File: src/rtl/cpu_defs_pkg.sv
// Shared definitions for the bus-based CPU control path: opcodes, ALU function
// codes, sequencer states, IR field positions and small opcode helpers.
package cpu_defs_pkg;

  typedef logic [1:0] state_t;
  localparam state_t ST_IDLE  = 2'd0;
  localparam state_t ST_FETCH = 2'd1;
  localparam state_t ST_EXEC  = 2'd2;
  localparam state_t ST_HALT  = 2'd3;

  localparam int OP_MSB = 31;
  localparam int OP_LSB = 27;
  localparam int RA_MSB = 26;
  localparam int RA_LSB = 23;
  localparam int RB_MSB = 22;
  localparam int RB_LSB = 19;
  localparam int RC_MSB = 18;
  localparam int RC_LSB = 15;

  localparam logic [4:0] OP_LD   = 5'd0;
  localparam logic [4:0] OP_LDI  = 5'd1;
  localparam logic [4:0] OP_ST   = 5'd2;
  localparam logic [4:0] OP_ADD  = 5'd3;
  localparam logic [4:0] OP_SUB  = 5'd4;
  localparam logic [4:0] OP_AND  = 5'd5;
  localparam logic [4:0] OP_OR   = 5'd6;
  localparam logic [4:0] OP_SHR  = 5'd7;
  localparam logic [4:0] OP_SHL  = 5'd8;
  localparam logic [4:0] OP_ROR  = 5'd9;
  localparam logic [4:0] OP_ROL  = 5'd10;
  localparam logic [4:0] OP_ADDI = 5'd11;
  localparam logic [4:0] OP_ANDI = 5'd12;
  localparam logic [4:0] OP_ORI  = 5'd13;
  localparam logic [4:0] OP_MUL  = 5'd14;
  localparam logic [4:0] OP_DIV  = 5'd15;
  localparam logic [4:0] OP_NEG  = 5'd16;
  localparam logic [4:0] OP_NOT  = 5'd17;
  localparam logic [4:0] OP_IN   = 5'd18;
  localparam logic [4:0] OP_MFHI = 5'd24;
  localparam logic [4:0] OP_MFLO = 5'd25;
  localparam logic [4:0] OP_NOP  = 5'd26;
  localparam logic [4:0] OP_HALT = 5'd27;

  localparam logic [3:0] ALU_ADD = 4'd0;
  localparam logic [3:0] ALU_SUB = 4'd1;
  localparam logic [3:0] ALU_AND = 4'd2;
  localparam logic [3:0] ALU_OR  = 4'd3;
  localparam logic [3:0] ALU_SHR = 4'd4;
  localparam logic [3:0] ALU_SHL = 4'd5;
  localparam logic [3:0] ALU_ROR = 4'd6;
  localparam logic [3:0] ALU_ROL = 4'd7;
  localparam logic [3:0] ALU_MUL = 4'd8;
  localparam logic [3:0] ALU_DIV = 4'd9;
  localparam logic [3:0] ALU_NEG = 4'd10;
  localparam logic [3:0] ALU_NOT = 4'd11;
  localparam logic [3:0] ALU_INC = 4'd12;

  function automatic logic [3:0] alu_code(input logic [4:0] op);
    case (op)
      OP_SUB:          alu_code = ALU_SUB;
      OP_AND, OP_ANDI: alu_code = ALU_AND;
      OP_OR,  OP_ORI:  alu_code = ALU_OR;
      OP_SHR:          alu_code = ALU_SHR;
      OP_SHL:          alu_code = ALU_SHL;
      OP_ROR:          alu_code = ALU_ROR;
      OP_ROL:          alu_code = ALU_ROL;
      OP_MUL:          alu_code = ALU_MUL;
      OP_DIV:          alu_code = ALU_DIV;
      OP_NEG:          alu_code = ALU_NEG;
      OP_NOT:          alu_code = ALU_NOT;
      default:         alu_code = ALU_ADD;
    endcase
  endfunction

  // Final EXEC step of each instruction class; only meaningful for opcodes that enter EXEC.
  function automatic logic [2:0] exec_last(input logic [4:0] op);
    if (op == OP_LD || op == OP_ST)                  exec_last = 3'd7;
    else if (op == OP_MUL || op == OP_DIV)           exec_last = 3'd6;
    else if (op == OP_LDI || (op >= OP_ADD && op <= OP_ORI)) exec_last = 3'd5;
    else if (op == OP_NEG || op == OP_NOT)           exec_last = 3'd4;
    else                                             exec_last = 3'd3;
  endfunction

  function automatic logic is_legal(input logic [4:0] op);
    is_legal = (op <= OP_IN) || (op >= OP_MFHI && op <= OP_HALT);
  endfunction

endpackage

File: src/rtl/reg_onehot_decode.sv
// Turns a 4-bit register field into a one-hot GPR select, all zero when disabled.
module reg_onehot_decode #(
  parameter int NREG = 16
) (
  input  logic [3:0]      field,
  input  logic            en,
  output logic [NREG-1:0] onehot
);

  assign onehot = en ? (NREG'(1) << field) : '0;

endmodule

File: src/rtl/control_sequencer.sv
// Hardwired control unit: walks each instruction through fetch T0..T2 and execute
// T3..T7, decoding datapath strobes from the registered state, step and IR.
module control_sequencer
  import cpu_defs_pkg::*;
#(
  parameter int NREG    = 16,
  parameter int ALU_OPW = 4
) (
  input  logic               Clock,
  input  logic               Clear,
  input  logic               run,
  input  logic [31:0]        ir,
  input  logic               mem_ready,
  output logic [NREG-1:0]    Rin,
  output logic [NREG-1:0]    Rout,
  output logic               PCin,
  output logic               PCout,
  output logic               IRin,
  output logic               MARin,
  output logic               MDRin,
  output logic               MDRout,
  output logic               Yin,
  output logic               Zin,
  output logic               Zhighout,
  output logic               Zlowout,
  output logic               HIin,
  output logic               HIout,
  output logic               LOin,
  output logic               LOout,
  output logic               Cout,
  output logic               InPortout,
  output logic               Read,
  output logic               Write,
  output logic [ALU_OPW-1:0] alu_op,
  output logic               busy,
  output logic               halted,
  output logic               illegal_op
);

  state_t     state, state_nxt;
  logic [2:0] step, step_nxt;
  logic       held, illegal_q;
  logic [4:0] op;
  logic [3:0] ra, rb, rc, rout_sel, alu_sel;
  logic       rin_en, rout_en, wait_step, fetch, exec;
  logic       is_rr, is_imm, is_md, is_un, is_ldst;
  logic       ir_unused;

  assign op = ir[OP_MSB:OP_LSB];
  assign ra = ir[RA_MSB:RA_LSB];
  assign rb = ir[RB_MSB:RB_LSB];
  assign rc = ir[RC_MSB:RC_LSB];
  assign ir_unused = ^ir[RC_LSB-1:0];

  assign fetch   = (state == ST_FETCH);
  assign exec    = (state == ST_EXEC);
  assign is_rr   = (op >= OP_ADD) && (op <= OP_ROL);
  assign is_imm  = (op >= OP_ADDI) && (op <= OP_ORI);
  assign is_md   = (op == OP_MUL) || (op == OP_DIV);
  assign is_un   = (op == OP_NEG) || (op == OP_NOT);
  assign is_ldst = (op <= OP_ST);

  // Steps that stall on the memory handshake.
  assign wait_step = (fetch && step == 3'd1) ||
                     (exec && step == 3'd6 && op == OP_LD) ||
                     (exec && step == 3'd7 && op == OP_ST);

  always_comb begin
    state_nxt = state;
    step_nxt  = step;
    case (state)
      ST_IDLE: begin
        if (run) begin
          state_nxt = ST_FETCH;
          step_nxt  = 3'd0;
        end
      end
      ST_FETCH: begin
        if (step == 3'd0) begin
          step_nxt = 3'd1;
        end else if (step == 3'd1) begin
          if (mem_ready) step_nxt = 3'd2;
        end else if (op == OP_HALT) begin
          state_nxt = ST_HALT;
        end else if (op == OP_NOP || !is_legal(op)) begin
          state_nxt = run ? ST_FETCH : ST_IDLE;
          step_nxt  = 3'd0;
        end else begin
          state_nxt = ST_EXEC;
          step_nxt  = 3'd3;
        end
      end
      ST_EXEC: begin
        if (wait_step && !mem_ready) begin
          step_nxt = step;
        end else if (step == exec_last(op)) begin
          state_nxt = run ? ST_FETCH : ST_IDLE;
          step_nxt  = 3'd0;
        end else begin
          step_nxt = step + 3'd1;
        end
      end
      default: ;
    endcase
  end

  always_ff @(posedge Clock or negedge Clear) begin
    if (!Clear) begin
      state     <= ST_IDLE;
      step      <= 3'd0;
      held      <= 1'b0;
      illegal_q <= 1'b0;
    end else begin
      state     <= state_nxt;
      step      <= step_nxt;
      held      <= wait_step && !mem_ready;
      illegal_q <= fetch && (step == 3'd2) && !is_legal(op);
    end
  end

  // held marks repeat cycles of a wait step, so PCin only fires on the first T1 cycle.
  always_comb begin
    PCin = 1'b0; PCout = 1'b0; IRin = 1'b0; MARin = 1'b0; MDRin = 1'b0;
    MDRout = 1'b0; Yin = 1'b0; Zin = 1'b0; Zhighout = 1'b0; Zlowout = 1'b0;
    HIin = 1'b0; HIout = 1'b0; LOin = 1'b0; LOout = 1'b0; Cout = 1'b0;
    InPortout = 1'b0; Read = 1'b0; Write = 1'b0; alu_sel = ALU_ADD;
    rin_en = 1'b0; rout_en = 1'b0; rout_sel = rb;
    if (fetch) begin
      case (step)
        3'd0: begin PCout = 1'b1; MARin = 1'b1; Zin = 1'b1; alu_sel = ALU_INC; end
        3'd1: begin Zlowout = 1'b1; PCin = !held; Read = 1'b1; MDRin = 1'b1; end
        default: begin MDRout = 1'b1; IRin = 1'b1; end
      endcase
    end else if (exec) begin
      case (step)
        3'd3: begin
          if (is_rr || is_imm || is_md || is_ldst) begin rout_en = 1'b1; Yin = 1'b1; end
          if (is_un) begin rout_en = 1'b1; Zin = 1'b1; alu_sel = alu_code(op); end
          if (op == OP_MFHI) begin HIout = 1'b1; rin_en = 1'b1; end
          if (op == OP_MFLO) begin LOout = 1'b1; rin_en = 1'b1; end
          if (op == OP_IN)   begin InPortout = 1'b1; rin_en = 1'b1; end
        end
        3'd4: begin
          if (is_rr || is_md) begin rout_en = 1'b1; rout_sel = rc; end
          if (is_imm || is_ldst) Cout = 1'b1;
          if (is_rr || is_md || is_imm || is_ldst) begin Zin = 1'b1; alu_sel = alu_code(op); end
          if (is_un) begin Zlowout = 1'b1; rin_en = 1'b1; end
        end
        3'd5: begin
          Zlowout = 1'b1;
          if (is_md) LOin = 1'b1;
          else if (op == OP_LD || op == OP_ST) MARin = 1'b1;
          else rin_en = 1'b1;
        end
        3'd6: begin
          if (is_md) begin Zhighout = 1'b1; HIin = 1'b1; end
          if (op == OP_LD) begin Read = 1'b1; MDRin = 1'b1; end
          if (op == OP_ST) begin rout_en = 1'b1; rout_sel = ra; MDRin = 1'b1; end
        end
        default: begin
          if (op == OP_LD) begin MDRout = 1'b1; rin_en = 1'b1; end
          if (op == OP_ST) Write = 1'b1;
        end
      endcase
    end
  end

  assign alu_op     = ALU_OPW'(alu_sel);
  assign busy       = fetch || exec;
  assign halted     = (state == ST_HALT);
  assign illegal_op = illegal_q;

  reg_onehot_decode #(.NREG(NREG)) u_rin_dec (
    .field  (ra),
    .en     (rin_en),
    .onehot (Rin)
  );

  reg_onehot_decode #(.NREG(NREG)) u_rout_dec (
    .field  (rout_sel),
    .en     (rout_en),
    .onehot (Rout)
  );

endmodule

File: config.mk
export PLATFORM = sky130hd
export DESIGN_NAME = control_sequencer
export DESIGN_NICKNAME = d
export VERILOG_FILES = /design/src/rtl/cpu_defs_pkg.sv /design/src/rtl/reg_onehot_decode.sv /design/src/rtl/control_sequencer.sv
export SDC_FILE = /design/constraint.sdc
export NUM_CORES = 1
export LEC_CHECK = 0
export BUFFER_PORTS_ARGS = -buffer_cell sky130_fd_sc_hd__buf_2
export CAP_MARGIN = 20
export CORE_AREA = 2 2 71 73
export DETAILED_ROUTE_END_ITERATION = 6
export DIE_AREA = 0 0 73 75
export GPL_TIMING_DRIVEN = 0
export PLACE_DENSITY = 0.87
export SKIP_LAST_GASP = 1
export SLEW_MARGIN = 30
export SYNTH_ARGS = -nofsm -noshare
export SYNTH_HDL_FRONTEND = slang
export SYNTH_SLANG_ARGS = --single-unit
File: constraint.sdc
create_clock -name Clock -period 3.2 [get_ports Clock]
set_clock_uncertainty 0.05 [all_clocks]
set_input_delay 0.64 -clock Clock [delete_from_list [all_inputs] [get_ports Clock]]
set_output_delay 0.64 -clock Clock [all_outputs]
set_load 0.01 [all_outputs]
# Word-level counts from Yosys, hierarchy flattened
# Memory sizes are Yosys's and may differ from the RTL's.
# Cells that the tools add are included.
totals:
  register_bits: 7
  rom_bits: 256
  in_bits: 36
  elab_cells: 196
  n_memories: 2
mem_list:
  columns: ["memory", "depth", "width", "rd", "rd_clocked_by_memory_dff", "write_ports", "line", "rtl"]
  rows:
  - ["(no name shown)", 32, 4, 1, 0, 0, "cpu_defs_pkg.sv:59", "case (op)"]
  - ["(no name shown)", 32, 4, 1, 0, 0, "cpu_defs_pkg.sv:59", null]
classes:
  n_addsub: 1
  n_lt_le_gt_ge: 8
  eq_ne: 29
  shift: 2
  mux: 111
  reduce_logical: 39
op_table:
  columns: ["cell", "count"]
  rows:
  - ["$mux W1", 71]
  - ["$mux W3", 13]
  - ["$mux W4", 9]
  - ["$eq A5 B5 Y1 const B", 7]
  - ["$mux W16", 2]
  - ["$shl A1 B4 Y16 const A", 2]
  - ["$logic_or A1 B1 Y1", 16]
  - ["$mux W2", 8]
  - ["$pmux W4 S2", 2]
  - ["$eq A3 B3 Y1 const B", 4]
  - ["$logic_and A1 B1 Y1", 12]
  - ["$eq A5 B4 Y1 const B", 2]
  - ["$le A5 B4 Y1 const B", 2]
  - ["$le A5 B5 Y1 const B", 2]
  - ["$pmux W3 S3", 1]
  - ["$ne A2 B2 Y1 const B", 4]
  - ["$eq A3 B2 Y1 const B", 2]
  - ["$pmux W2 S3", 1]
  - ["$reduce_and A6 Y1", 1]
  - ["$eq A5 B1 Y1 const B", 1]
  - ["$eq A5 B2 Y1 const B", 1]
  - ["$ge A5 B2 Y1 const B", 1]
  - ["$ge A5 B4 Y1 const B", 1]
  - ["$ge A5 B5 Y1 const B", 1]
  - ["20 further kinds", 24]

# Depth between registers and ports, before layout
logic_depth:
  ltp_word: 12
  ltp_mapped: 11

# By module
# Synthesis repeated with hierarchy kept, for this count alone.
unflattened:
  cells_unflattened: 258
  hier_area_um2: 1696.6
modules_own_cells:
  columns: ["module", "instances", "cells_each", "area_each_um2"]
  rows:
  - ["control_sequencer", 1, 212, 1456.4]
  - ["reg_onehot_decode", 2, 23, 120.1]

# Worst setup path before layout
# Ideal clock, no wire load.
synth_path:
  path_kind: "input to output"
  startpoint: "in ir[28]"
  endpoint: "out Rin[10]"
  arrival_time_ns: 2.550
  path_slack_ns: -0.040
  cell_stages: 9
  path_buffers: 3
  path_cell_list: "clkbuf_1 -> inv_1 -> ha_1 -> clkbuf_1 -> o21ai_1 -> nand4_1 -> and3_1 -> buf_6 -> nor4_1"
synth_via:
  elab_chain_len: 8
synth_lines:
  columns: ["item", "line", "rtl"]
  rows:
  - ["start: declaration", "control_sequencer.sv:12", "input logic [31:0] ir,"]
  - ["$eq A5 B5 Y1 (tied with other cells)", "control_sequencer.sv:139", "if (op == OP_MFHI) begin HIout = 1'b1; rin_en = 1'b1; end"]
  - ["$mux W1 / $logic_or A1 B1 Y1 (equally long branches)", "control_sequencer.sv:139, control_sequencer.sv:152", null]
  - ["$mux W1, on equally long branches", "control_sequencer.sv:140, control_sequencer.sv:152", null]
  - ["$mux W1, on equally long branches", "control_sequencer.sv:141, control_sequencer.sv:151", null]
  - ["$pmux W1 S4 *", "control_sequencer.sv:135", "case (step)"]
  - ["$mux W1 *", "control_sequencer.sv:134", "end else if (exec) begin"]
  - ["$mux W1 *", "control_sequencer.sv:128", "if (fetch) begin"]
  - ["$mux W16 *", "reg_onehot_decode.sv:10", "assign onehot = en ? (NREG'(1) << field) : '0;"]
  - ["end: declaration", "control_sequencer.sv:14", "output logic [NREG-1:0] Rin,"]
# Mark *: on every way between the ends. The rest lies on a longest branch, timed or not.

# Worst setup path after layout
layout_path:
  startpoint: "in ir[27]"
  endpoint: "out Rout[2]"
layout_via:
  elab_chain_len: 11
layout_lines:
  columns: ["item", "line", "rtl"]
  rows:
  - ["$ge A5 B2 Y1 (tied with other cells)", "control_sequencer.sv:57", "assign is_rr = (op >= OP_ADD) && (op <= OP_ROL);"]
  - ["$logic_and A1 B1 Y1, on equally long branches", "control_sequencer.sv:57, control_sequencer.sv:58", null]
  - ["$logic_or A1 B1 Y1 (3 in a row)", "control_sequencer.sv:137", "if (is_rr || is_imm || is_md || is_ldst) begin rout_en = 1'b1; Yin = 1'b1; end"]
  - ["$mux W1", "control_sequencer.sv:137", null]
  - ["$mux W1", "control_sequencer.sv:138", "if (is_un) begin rout_en = 1'b1; Zin = 1'b1; alu_sel = alu_code(op); end"]
  - ["$pmux W1 S3", "control_sequencer.sv:135", null]
  - ["$mux W1", "control_sequencer.sv:134", null]
  - ["$mux W1", "control_sequencer.sv:128", null]
  - ["$mux W16 *", "reg_onehot_decode.sv:10", null]
  - ["end: declaration", "control_sequencer.sv:15", "output logic [NREG-1:0] Rout,"]
# Marks and branches as above.

==> results_dict.tcl <==
set metrics [dict create \
    run_status "finished, final reports clean" \
    ys_seq_area_share_pct 8.90 \
    syn_avg_cell_area_sq_um 6.76 \
    wl_per_cell_um 15.6 \
    setup_viol 0 \
    dr_total_vias 2659 \
    grt_pass1_wl_mm 11.3 \
    fp-row-count 25 \
    grt_max_degree 11 \
    finalCritPeriodShare_pct 99.8 \
    synthArstFlopShare_pct 100 \
    dieArea_sq_um 5480 \
    routed_wl_mm 6.85 \
    postSynthCellCount 291 \
    synth_flop_cell "dfrtp_1" \
    drive_above_1_share_pct 40.9 \
    path_clk_slew_ns 0.04 \
    synth-edff-count 0 \
    cp.required_ns 2.51 \
    ys_types 64 \
    met1_usage_pct 32.3 \
    syn2layout_area_growth_pct 45.8 \
    cts-root-buf "clkbuf_8" \
    clk_latency_ns 0.24 \
    cts_buffers 3 \
    fp.dieH_um 75 \
    detail_route.first_pass.iterations 5 \
    clock-sinks 7 \
    initial_core_util_pct 42.2 \
    gr-usage-met2_pct 43.3 \
    grt_busiest_layer "met2" \
    grt_pass1_vias 2453 \
    p_leak_nw 1.31 \
    htreeDepth 1 \
    gp_congestion 0.942 \
    seq_area_sq_um 178 \
    power_mw 1.08 \
    maxSlewViolCount 0 \
    ant_nets 0 \
    route.detailed.drc 0 \
    fp.dieW_um 73 \
    cts_hold_buffers 0 \
    dp_slack_ns -0.602 \
    drt_iter0_markers 300 \
    syn_nets 342 \
    hp-class "in2async" \
    crit_type "in2out" \
    fin_nets 438 \
    grt_setup_unrepaired "true" \
    crit_path_max_fanout 7 \
    ys_ff_latch 7 \
    multi_input_area_sq_um 1850 \
    tritoncts "done" \
    yosysWarnings 0 \
    clockBufferDepth 2 \
    whs_ns 0.180 \
    finalCriticalPeriod_ns 3.19 \
    core_area_sq_um 4660 \
    portBuffers 77 \
    hold_viol 0 \
    grt_use_total_pct 25.3 \
    gr-total-overflow 0 \
    synth.area.top_cells "ha_1, dfrtp_1, nor2_1" \
    yosysTopAreaCell "ha_1" \
    max_freq_mhz 313 \
    antenna_found_initial 0 \
    worst_slack_ns 0.00637 \
    num-fill-cells 398 \
    dp_hpwl_mm 5.13 \
    worst_setup_path_start_kind "input port" \
    ioPinCount 93 \
    slew_headroom_pct 64.8 \
    synth_top_area_share_pct 9.54 \
    use_met3_pct 4.28 \
    netlist_area_sq_um 1970 \
    peakVddDrop_mv 0.245 \
    crit_arrival_ns 2.50 \
    via_per_inst 6.04 \
    worst_pin_slew_ns 0.523 \
    max_cap_violations 0 \
    n_antenna_cell 0 \
    powerDensity_nw_per_um2 375 \
    crit_path_end_kind "output pin" \
]
[through the flow]
step | std cells | area [sq um] | setup TNS [ns] | utilization, %
3_3_place_gp | 422 | 2420 | -17.16 | 52.0
4_1_cts | 436 | 2740 | 0 | 58.8
2_1_floorplan | 291 | 1970 | 0 | -
6_report | 440 | 2870 | 0 | 61.6
3_5_place_dp | 422 | 2420 | -16.61 | 52.0
5_1_grt | 440 | 2870 | -1.28 | 61.6
[cell usage after synthesis, types with 3 or more instances]
cell	count
buf_2	8
inv_1	11
dfrtp_1	7
nand3_1	6
a211oi_1	3
and2_1	7
o21ai_0	17
and3_1	7
and4b_1	3
xnor2_1	3
a21oi_1	14
o21a_1	4
nand2b_1	6
ha_1	15
a31oi_1	3
nor2b_1	5
nand3b_1	5
nor3_1	7
clkbuf_1	8
o21bai_1	3
nand4_1	10
nand4b_1	3
nor4_1	10
nand2_1	31
nor2_1	42
o211ai_1	3
[flip-flops by register name, indices dropped and copies added, names as in the netlist]
signal	count
state	2
illegal_op	1
held	1
step	3
[layer usage]
layer | routed length [um] | share of wire [%] | vias up
met5 | 0 | 0 | -
met4 | 116 | 1.7 | 0
met3 | 552 | 8.1 | 20
met2 | 3380 | 49 | 146
met1 | 2800 | 41 | 1227
li1 | - | - | 1266
[cell usage in the layout (no fill, tap or decap), drive strengths merged, types with 4 or more instances in the layout]
master / instances
buf: 107
nor2: 42
nand2: 31
o21ai: 19
ha: 15
a21oi: 14
nor4: 11
nand4: 10
inv: 9
nor3: 9
and3: 8
clkbuf: 8
and2: 7
dfrtp: 7
nand3: 6
nand2b: 6
nand3b: 5
nor2b: 5
o21a: 4
o211ai: 4
a211oi: 4
[power by group]
group          total, mW  switching (mW)  internal, mW
clock              0.130          0.0430        0.0866
sequential         0.141          0.0257         0.116
combinational      0.806           0.470         0.336
total               1.08           0.539         0.538
[kinds of logic (layout without fill, tap and decap cells)]
logic type | count (synthesis) | count (layout) | synth area share, %
AO/OA/AOI/OAI | 80 | 80 | 29.3
XOR/XNOR | 4 | 4 | 1.78
adder cells (fa/ha/maj) | 15 | 15 | 9.54
buffers and inverters | 31 | 126 | 7.57
flip-flops | 7 | 7 | 8.90
multiplexers | 1 | 1 | 0.509
AND/OR/NAND/NOR | 153 | 153 | 42.4
[final timing paths]
kind	startpoint	to	slack (ns)	depth (start not counted)
worst max-delay path	ir[27]	Rout[2]	0.006	11
worst min-delay path	Clear	state[1]	0.18	1
worst max register to register	state[1]	step[0]	0.93	10
worst min register to register	state[0]	state[0]	0.57	2
max in group asynchronous	Clear	step[0]	2.75	1
min in group Clock	mem_ready	held	0.55	2
[final cells by class]
cell class	count	share of cell area (%)
inverter	11	1.70
sequential	7	6.19
multi-input combinational	253	64.5
clock buffer	4	1.57
buffer	16	4.27
tap	54	2.35
timing repair buffer	95	19.5
[critical path: stages]
cell and delay [ns]:
buf_12 0.09, buf_8 0.10, clkinvlp_4 0.10, ha_4 0.19
nand3b_1 0.20, and3_4 0.22, o211ai_4 0.28, a211o_1 0.21
nand4_1 0.19, nor2_1 0.14, buf_2 0.14
[what timing repair did]
action	in CTS	in global routing
setup endpoints to repair	38	33
setup buffers	12	6
resized for setup	47	24
pin swaps	16	28
Note: power is estimated with default switching activity, not from simulation.
